[config.mk]
export PLATFORM = sky130hd
export DESIGN_NAME = div_unit_32b_flat
export DESIGN_NICKNAME = d
export VERILOG_FILES = /design/src/rtl/div_unit_32b_pkg.sv /design/src/rtl/div_unit_32b_if.sv /design/src/rtl/FullAdder_32b.sv /design/src/rtl/div_unit_32b.sv /design/src/flat_wrapper.sv
export SDC_FILE = /design/constraint.sdc
export NUM_CORES = 1
export LEC_CHECK = 0
export BUFFER_PORTS_ARGS = -buffer_cell sky130_fd_sc_hd__buf_2
export CAP_MARGIN = 20
export CORE_MARGIN = 5
export CORE_UTILIZATION = 25
export CTS_CLUSTER_DIAMETER = 150
export DETAILED_ROUTE_END_ITERATION = 8
export PLACE_DENSITY = 0.5
export SETUP_SLACK_MARGIN = 0.2
export SKIP_CTS_REPAIR_TIMING = 1
export SLEW_MARGIN = 15
export SYNTH_ARGS = -nofsm -noshare
export SYNTH_HDL_FRONTEND = slang
export SYNTH_SLANG_ARGS = --single-unit
[constraint.sdc]
create_clock -name clk -period 5.65 [get_ports clk]
set_input_delay 0.565 -clock clk [delete_from_list [all_inputs] [get_ports clk]]
set_output_delay 0.565 -clock clk [all_outputs]
set_load 0.005 [all_outputs]
[src/rtl/div_unit_32b_pkg.sv]
// Shared constants and state encoding for the multi-cycle restoring divider.
package div_unit_32b_pkg;

  localparam int DATA_W = 32;
  localparam int DIV_ITER = 32;
  localparam logic [DATA_W-1:0] DIV0_QUOT = 32'hFFFF_FFFF;

  typedef enum logic [1:0] {
    S_IDLE = 2'd0,
    S_DIV  = 2'd1,
    S_DONE = 2'd2
  } div_state_e;

endpackage

[src/rtl/div_unit_32b_if.sv]
// Start/busy/done handshake plus operand and result bus between control path and divider.
interface div_unit_32b_if;
  import div_unit_32b_pkg::*;

  logic              start;
  logic [DATA_W-1:0] a;
  logic [DATA_W-1:0] b;
  logic              busy;
  logic              done;
  logic [DATA_W-1:0] q;
  logic [DATA_W-1:0] r;
  logic              n;
  logic              z;
  logic              div0;

  modport master (
    output start, a, b,
    input  busy, done, q, r, n, z, div0
  );

  modport slave (
    input  start, a, b,
    output busy, done, q, r, n, z, div0
  );

endinterface

[src/rtl/FullAdder_32b.sv]
// Fixed 32-bit adder with carry-in/carry-out, shared with the ALU datapath.
module FullAdder_32b (
  input  logic [31:0] a_i,
  input  logic [31:0] b_i,
  input  logic        c_i,
  output logic [31:0] sum_o,
  output logic        c_o
);

  assign {c_o, sum_o} = {1'b0, a_i} + {1'b0, b_i} + {32'b0, c_i};

endmodule

[src/rtl/div_unit_32b.sv]
// Unsigned 32-bit restoring divider: one quotient bit per cycle via a trial
// subtraction on the shared adder, with a start/busy/done handshake.
module div_unit_32b
  import div_unit_32b_pkg::*;
#(
  parameter int WIDTH = 32,
  parameter int CNT_W = 6
) (
  input logic         clk,
  input logic         rst,
  div_unit_32b_if.slave bus
);

  localparam logic [CNT_W-1:0] LAST_ITER = CNT_W'(DIV_ITER - 1);

  div_state_e       state_q;
  logic [CNT_W-1:0] cnt_q;
  logic [WIDTH-1:0] p_q;
  logic [WIDTH-1:0] q_q;
  logic [WIDTH-1:0] d_q;
  logic [WIDTH-1:0] p_d;
  logic [WIDTH-1:0] q_d;

  logic             busy_q;
  logic             done_q;
  logic [WIDTH-1:0] quo_q;
  logic [WIDTH-1:0] rem_q;
  logic             n_q;
  logic             z_q;
  logic             div0_q;

  logic [WIDTH-1:0] trial;
  logic [WIDTH-1:0] diff;
  logic             no_borrow;
  logic             take;

  // Trial subtraction trial - d as trial + ~d + 1; carry-out set means no borrow.
  FullAdder_32b u_sub (
    .a_i   (trial),
    .b_i   (~d_q),
    .c_i   (1'b1),
    .sum_o (diff),
    .c_o   (no_borrow)
  );

  always_comb begin
    // NOTE: every combinational output gets a default first so no path infers a latch.
    trial = {p_q[WIDTH-2:0], q_q[WIDTH-1]};
    // The shifted-out p_q msb makes the 33-bit partial exceed any 32-bit divisor.
    take  = p_q[WIDTH-1] | no_borrow;
    p_d   = take ? diff : trial;
    q_d   = {q_q[WIDTH-2:0], take};
  end

  // NOTE: all state uses non-blocking assignments so each register sees pre-edge values.
  always_ff @(posedge clk) begin
    if (rst) begin
      state_q <= S_IDLE;
      cnt_q   <= '0;
      p_q     <= '0;
      q_q     <= '0;
      d_q     <= '0;
      busy_q  <= 1'b0;
      done_q  <= 1'b0;
      quo_q   <= '0;
      rem_q   <= '0;
      n_q     <= 1'b0;
      z_q     <= 1'b0;
      div0_q  <= 1'b0;
    end else begin
      done_q <= 1'b0;
      unique case (state_q)
        S_IDLE: begin
          if (bus.start) begin
            if (bus.b != '0) begin
              q_q     <= bus.a;
              d_q     <= bus.b;
              p_q     <= '0;
              cnt_q   <= '0;
              busy_q  <= 1'b1;
              state_q <= S_DIV;
            end else begin
              quo_q   <= DIV0_QUOT;
              rem_q   <= bus.a;
              n_q     <= 1'b1;
              z_q     <= 1'b0;
              div0_q  <= 1'b1;
              done_q  <= 1'b1;
              state_q <= S_DONE;
            end
          end
        end

        S_DIV: begin
          p_q   <= p_d;
          q_q   <= q_d;
          cnt_q <= cnt_q + 1'b1;
          if (cnt_q == LAST_ITER) begin
            quo_q   <= q_d;
            rem_q   <= p_d;
            n_q     <= q_d[WIDTH-1];
            z_q     <= (q_d == '0);
            div0_q  <= 1'b0;
            busy_q  <= 1'b0;
            done_q  <= 1'b1;
            state_q <= S_DONE;
          end
        end

        S_DONE: state_q <= S_IDLE;

        default: state_q <= S_IDLE;
      endcase
    end
  end

  assign bus.busy = busy_q;
  assign bus.done = done_q;
  assign bus.q    = quo_q;
  assign bus.r    = rem_q;
  assign bus.n    = n_q;
  assign bus.z    = z_q;
  assign bus.div0 = div0_q;

endmodule

[src/flat_wrapper.sv]
// flat-port wrapper written by rule: the top's interface ports become plain ports
module div_unit_32b_flat import div_unit_32b_pkg::*;
#(
  parameter int WIDTH = 32,
  parameter int CNT_W = 6
)
  (clk, rst, bus_start, bus_a, bus_b, bus_busy, bus_done, bus_q, bus_r, bus_n, bus_z, bus_div0);
  div_unit_32b_if bus_i ();
  input logic clk;
  input logic rst;
  input wire logic [$bits(bus_i.start)-1:0] bus_start;
  input wire logic [$bits(bus_i.a)-1:0] bus_a;
  input wire logic [$bits(bus_i.b)-1:0] bus_b;
  output wire logic [$bits(bus_i.busy)-1:0] bus_busy;
  output wire logic [$bits(bus_i.done)-1:0] bus_done;
  output wire logic [$bits(bus_i.q)-1:0] bus_q;
  output wire logic [$bits(bus_i.r)-1:0] bus_r;
  output wire logic [$bits(bus_i.n)-1:0] bus_n;
  output wire logic [$bits(bus_i.z)-1:0] bus_z;
  output wire logic [$bits(bus_i.div0)-1:0] bus_div0;
  assign bus_i.start = bus_start;
  assign bus_i.a = bus_a;
  assign bus_i.b = bus_b;
  assign bus_busy = bus_i.busy;
  assign bus_done = bus_i.done;
  assign bus_q = bus_i.q;
  assign bus_r = bus_i.r;
  assign bus_n = bus_i.n;
  assign bus_z = bus_i.z;
  assign bus_div0 = bus_i.div0;
  div_unit_32b #(.WIDTH(WIDTH), .CNT_W(CNT_W)) u_core (.clk(clk), .rst(rst), .bus(bus_i));
endmodule
==> results by stage <==
Status:
- The run finished with clean final reports.

STA:
- The maximum frequency from static timing analysis is 0.2795 GHz.
- The total count of hold-check failures in the final report is 0.
- The slew of the pin with the lowest slew margin is 1.068 ns.
- The max-slew violation total from the final report came to 0.
- The headroom to the max-slew limit is 0.2882.
- Setup violations remaining at the end of the flow were counted as 0.
- Setup repair after global routing left no endpoint under its margin.
- The worst path setup slack after routing is 2.072 ns.
- In the final timing run, aggregate negative setup slack is 0 ns.
- The final critical delay including setup and external delays is 3.578 ns.
- The post-route clock skew is 0.007925 ns.
- Dividing the final minimum period by the clock period gives 0.6333.

Setup path:
- The nature of the critical path startpoint is a flip-flop.
- The first element of the critical path is u_core.d_q[0].
- On the critical path, the stage with the largest delay is an instance of sky130_fd_sc_hd__o311ai_0.
- The maximum cell stage delay along the critical path is 0.70 ns.
- The critical path capture point type is a flip-flop.
- Data arrives at the worst endpoint at 3.94 ns.
- The worst register-to-register path begins at u_core.d_q[0].
- Traced cell by cell, the critical path runs through ha_1 -> inv_1 -> fa_1 -> a211oi_1 -> o211ai_1 -> a211oi_1 -> o21ai_0 -> o211a_1 -> o311ai_0 -> o211ai_1 -> a21oi_1.
- The family of cells with the greatest summed delay on the critical path is compound AO/OA/AOI/OAI gates.
- Together, buffers and inverters on the worst path number 1.
- For the worst setup path, the data required time is 6.01 ns.
- The maximum fanout count along the critical path is 3.
- By startpoint and endpoint, the worst setup path is classified as flip-flop to flip-flop.

Drt:
- After detailed routing, the average wire length per cell comes to 16.88 um.
- The total iterations of the first detailed-routing run is 5.
- The final antenna-violating net count is 0.
- For this block, the initial DRC count from the detailed router was 534.
- The vias per cell is 4.899.
- The number of design rule violations left after detail routing is 0.
- For this block, the routed nets add up to 29020 um of wire.
- Summing over every cut layer, the via total after detailed routing is 8421.

Floorplanning:
- For this configuration, the core starts out at a cell density of 0.2509.
- In this run the horizontal extent of the chip is 198.2 um.
- The floorplan step set the die height to 198.2 um.
- The die covers 39300 um^2.
- The standard cell core area is 35310 um^2.
- The floorplan has 69 rows.
- For this design the top-level I/O count stands at 136.

Power:
- The share of total power dissipated in the clock network is 0.272.
- The leakage component of the power is 4.497 nW.
- The combinational power share is 0.400.
- The ratio of total power to cell area is 419.6 nW/um^2.
- Internal power comes to 2.668 mW.
- The net switching share of the total power is 0.3966.
- Of the total power, registers draw 0.328.
- The switching power is 1.754 mW.
- The worst-case IR drop observed on VDD is 0.0002282 V.
- Summing internal, switching and leakage power gives 4.421 mW.

Yosys:
- The most instantiated flip-flop cell in the synthesis netlist is sky130_fd_sc_hd__dfxtp_1.
- The share of synthesized area in the top cell type comes to 0.3887.
- In the post-synthesis netlist, the biggest area contributors are sky130_fd_sc_hd__dfxtp_1 (39%), sky130_fd_sc_hd__nor2_1 (8.3%), sky130_fd_sc_hd__nand2_1 (6.4%), sky130_fd_sc_hd__a21oi_1 (5.1%), sky130_fd_sc_hd__ha_1 (4.7%).
- The largest total area in the synthesized netlist belongs to sky130_fd_sc_hd__dfxtp_1.
- The sequential fraction of the synthesis area is 0.3887.
- The distinct cell type count after synthesis is 56.
- After synthesis, the share of flip-flops with an asynchronous set or reset is 0.
- For this run, the number of Yosys warnings is 0.
- The area of the mapped netlist is 8858 um^2.
- When the netlist entered floorplanning its net count stood at 1253.
- The synthesized design contains 0 enable-type register cells.
- In this run the mean area of a mapped cell was 7.690 um^2.
- The synthesized flop and latch total is 172.
- The post-synthesis cell count is 1152.

Clock network:
- For the worst-skew pair, the clock arrives at the later sink with an insertion delay of 0.43 ns.
- After clock tree synthesis, the clock-pin slew on the worst setup and hold paths is 0.07 ns.
- The tree built by TritonCTS fans out to 172 sinks.
- The H-tree generated during clock tree synthesis spans 4 levels.
- The CTS root buffer is sky130_fd_sc_hd__clkbuf_16.
- The maximum clock path buffer count is 2.
- TritonCTS built the clock tree.
- The number of clock buffers added by TritonCTS is 17.

Final layout:
- The most frequent standard cell in the layout excluding fill and tap cells is sky130_fd_sc_hd__nor2_1.
- Once layout is done, the placed cells without fillers occupy 10540 um^2.
- The top cell types in the final layout, fill and taps aside, are sky130_fd_sc_hd__nor2_1 (196), sky130_fd_sc_hd__dfxtp_1 (172), sky130_fd_sc_hd__nand2_1 (152), sky130_fd_sc_hd__buf_2 (134), sky130_fd_sc_hd__a21oi_1 (90).
- Once layout is complete, the utilization of the core stands at 0.2984.
- The layout cell share with drive strength beyond 1 is 0.1494.
- The net count of the finished layout is 1340.
- The area growth from synthesis to layout is 18.94%.

Worst hold path:
- The startpoint of the most critical hold path is bus_b[22].
- The min-delay analysis places its worst path in the category input pin to flip-flop.

Placed design:
- The placed instances occupy a cell area of 9916 um^2.
- During placement, the flow inserted port buffers numbering 135.
- The HPWL after detailed placement is 21420 um.
- The worst slack at placement is 2.084 ns.
- At the end of routability-driven placement, the weighted congestion stood at 0.8489.

Global routing:
- Summed over all layers, the global routing overflow is 0.
- The initial antenna violation count is 16.
- The via count of the first global-routing pass is 7901.
- For this run, the total global-route usage over all layers was measured as 0.1442.
- The pin count of the biggest net entering global routing is 106.
- The first global-routing pass estimated 45190 um of wire.

Flow run:
- Across the run, the number of max-cap violations was 0.
[final cells by class]
cell class / count / area [um^2]
timing repair buffer: 148 / 783.3
clock buffer: 18 / 429.2
inverter: 44 / 165.2
tap: 461 / 576.8
multi-input combinational: 856 / 4962
clock inverter: 14 / 161.4
fill: 3780 / 24770
sequential: 172 / 3443
antenna: 6 / 15.01
[synth_stat cells, types with 3 or more instances]
master / n
sky130_fd_sc_hd__nor2_1: 196
sky130_fd_sc_hd__dfxtp_1: 172
sky130_fd_sc_hd__nand2_1: 152
sky130_fd_sc_hd__a21oi_1: 90
sky130_fd_sc_hd__clkbuf_1: 69
sky130_fd_sc_hd__nor3_1: 54
sky130_fd_sc_hd__inv_1: 44
sky130_fd_sc_hd__o21ai_0: 40
sky130_fd_sc_hd__a311oi_1: 37
sky130_fd_sc_hd__mux2i_1: 37
sky130_fd_sc_hd__ha_1: 33
sky130_fd_sc_hd__a211oi_1: 31
sky130_fd_sc_hd__a21o_1: 22
sky130_fd_sc_hd__nor4_1: 17
sky130_fd_sc_hd__xnor2_1: 15
sky130_fd_sc_hd__nand3_1: 12
sky130_fd_sc_hd__o211ai_1: 12
sky130_fd_sc_hd__xor2_1: 10
sky130_fd_sc_hd__nand2b_1: 9
sky130_fd_sc_hd__o21a_1: 9
sky130_fd_sc_hd__a31oi_1: 8
sky130_fd_sc_hd__nand4_1: 8
sky130_fd_sc_hd__buf_1: 7
sky130_fd_sc_hd__and2_1: 6
sky130_fd_sc_hd__or3_1: 6
sky130_fd_sc_hd__nand3b_1: 4
sky130_fd_sc_hd__nor2b_1: 4
sky130_fd_sc_hd__o31ai_1: 4
sky130_fd_sc_hd__a211o_1: 3
sky130_fd_sc_hd__a22oi_1: 3
sky130_fd_sc_hd__o21bai_1: 3
sky130_fd_sc_hd__o311ai_0: 3
[state kept, by name (all words and copies together) (netlist names)]
register	flops
u_core.bus.r	32
u_core.cnt_q	6
u_core.bus.busy	1
u_core.d_q	32
u_core.q_q	32
u_core.state_q	2
u_core.bus.done	1
u_core.bus.z	1
u_core.bus.q	32
u_core.p_q	32
u_core.bus.div0	1
[through the flow]
stage	hold slack, ns	std cells
6_report	0.3766	1719
5_1_grt	0.3667	1717
4_1_cts	0.3615	1712
3_5_place_dp	0.4492	1680
3_3_place_gp	0.4384	1680
2_1_floorplan	0.4361	1152
[power by group through the flow]
stage,Sequential [mW],Clock [mW],Combinational (mW)
floorplan,1.43,0,1.30
detailed placement,1.47,0,1.76
global route,1.46,1.27,1.99
CTS,1.45,1.23,1.77
global placement,1.48,0,1.75
finish,1.45,1.20,1.77
[logic make-up (layout without fill, tap and decap cells)]
| kind of cell | count (synthesis) | after routing | synth area share |
|---|---|---|---|
| compound gates | 283 | 283 | 0.2107 |
| simple gates | 477 | 477 | 0.2315 |
| xor+xnor | 25 | 25 | 0.02472 |
| buf+inv | 124 | 224 | 0.05367 |
| other cells | 0 | 6 | 0 |
| flops | 172 | 172 | 0.3887 |
| mux | 37 | 37 | 0.04181 |
| fa+ha+maj | 34 | 34 | 0.04887 |
[metal layers]
metal  GRT usage  vias to the layer above  part of all wire
met5           0                        -            0.0045
met4     0.03341                       20             0.015
met3     0.04458                       45             0.068
met2      0.2214                      213              0.44
met1      0.1991                     3895              0.48
li1            -                     4248                 -
[worst min-delay path, delay by kind of cell]
kind | cells | cell delay [ns]
AND/OR/NAND/NOR | 1 | 0.07
buffers and inverters | 1 | 0.09
multiplexers | 1 | 0.06
[path summary, 6_finish.rpt]
path	slack, ns	cells after the start	endpoint
max	2.07	11	u_core.bus.r[22]
min	0.38	3	u_core.d_q[22]
max reg2reg	2.07	11	u_core.bus.r[22]
min reg2reg	0.46	2	u_core.bus.busy
(Power assumes the default switching activity.)
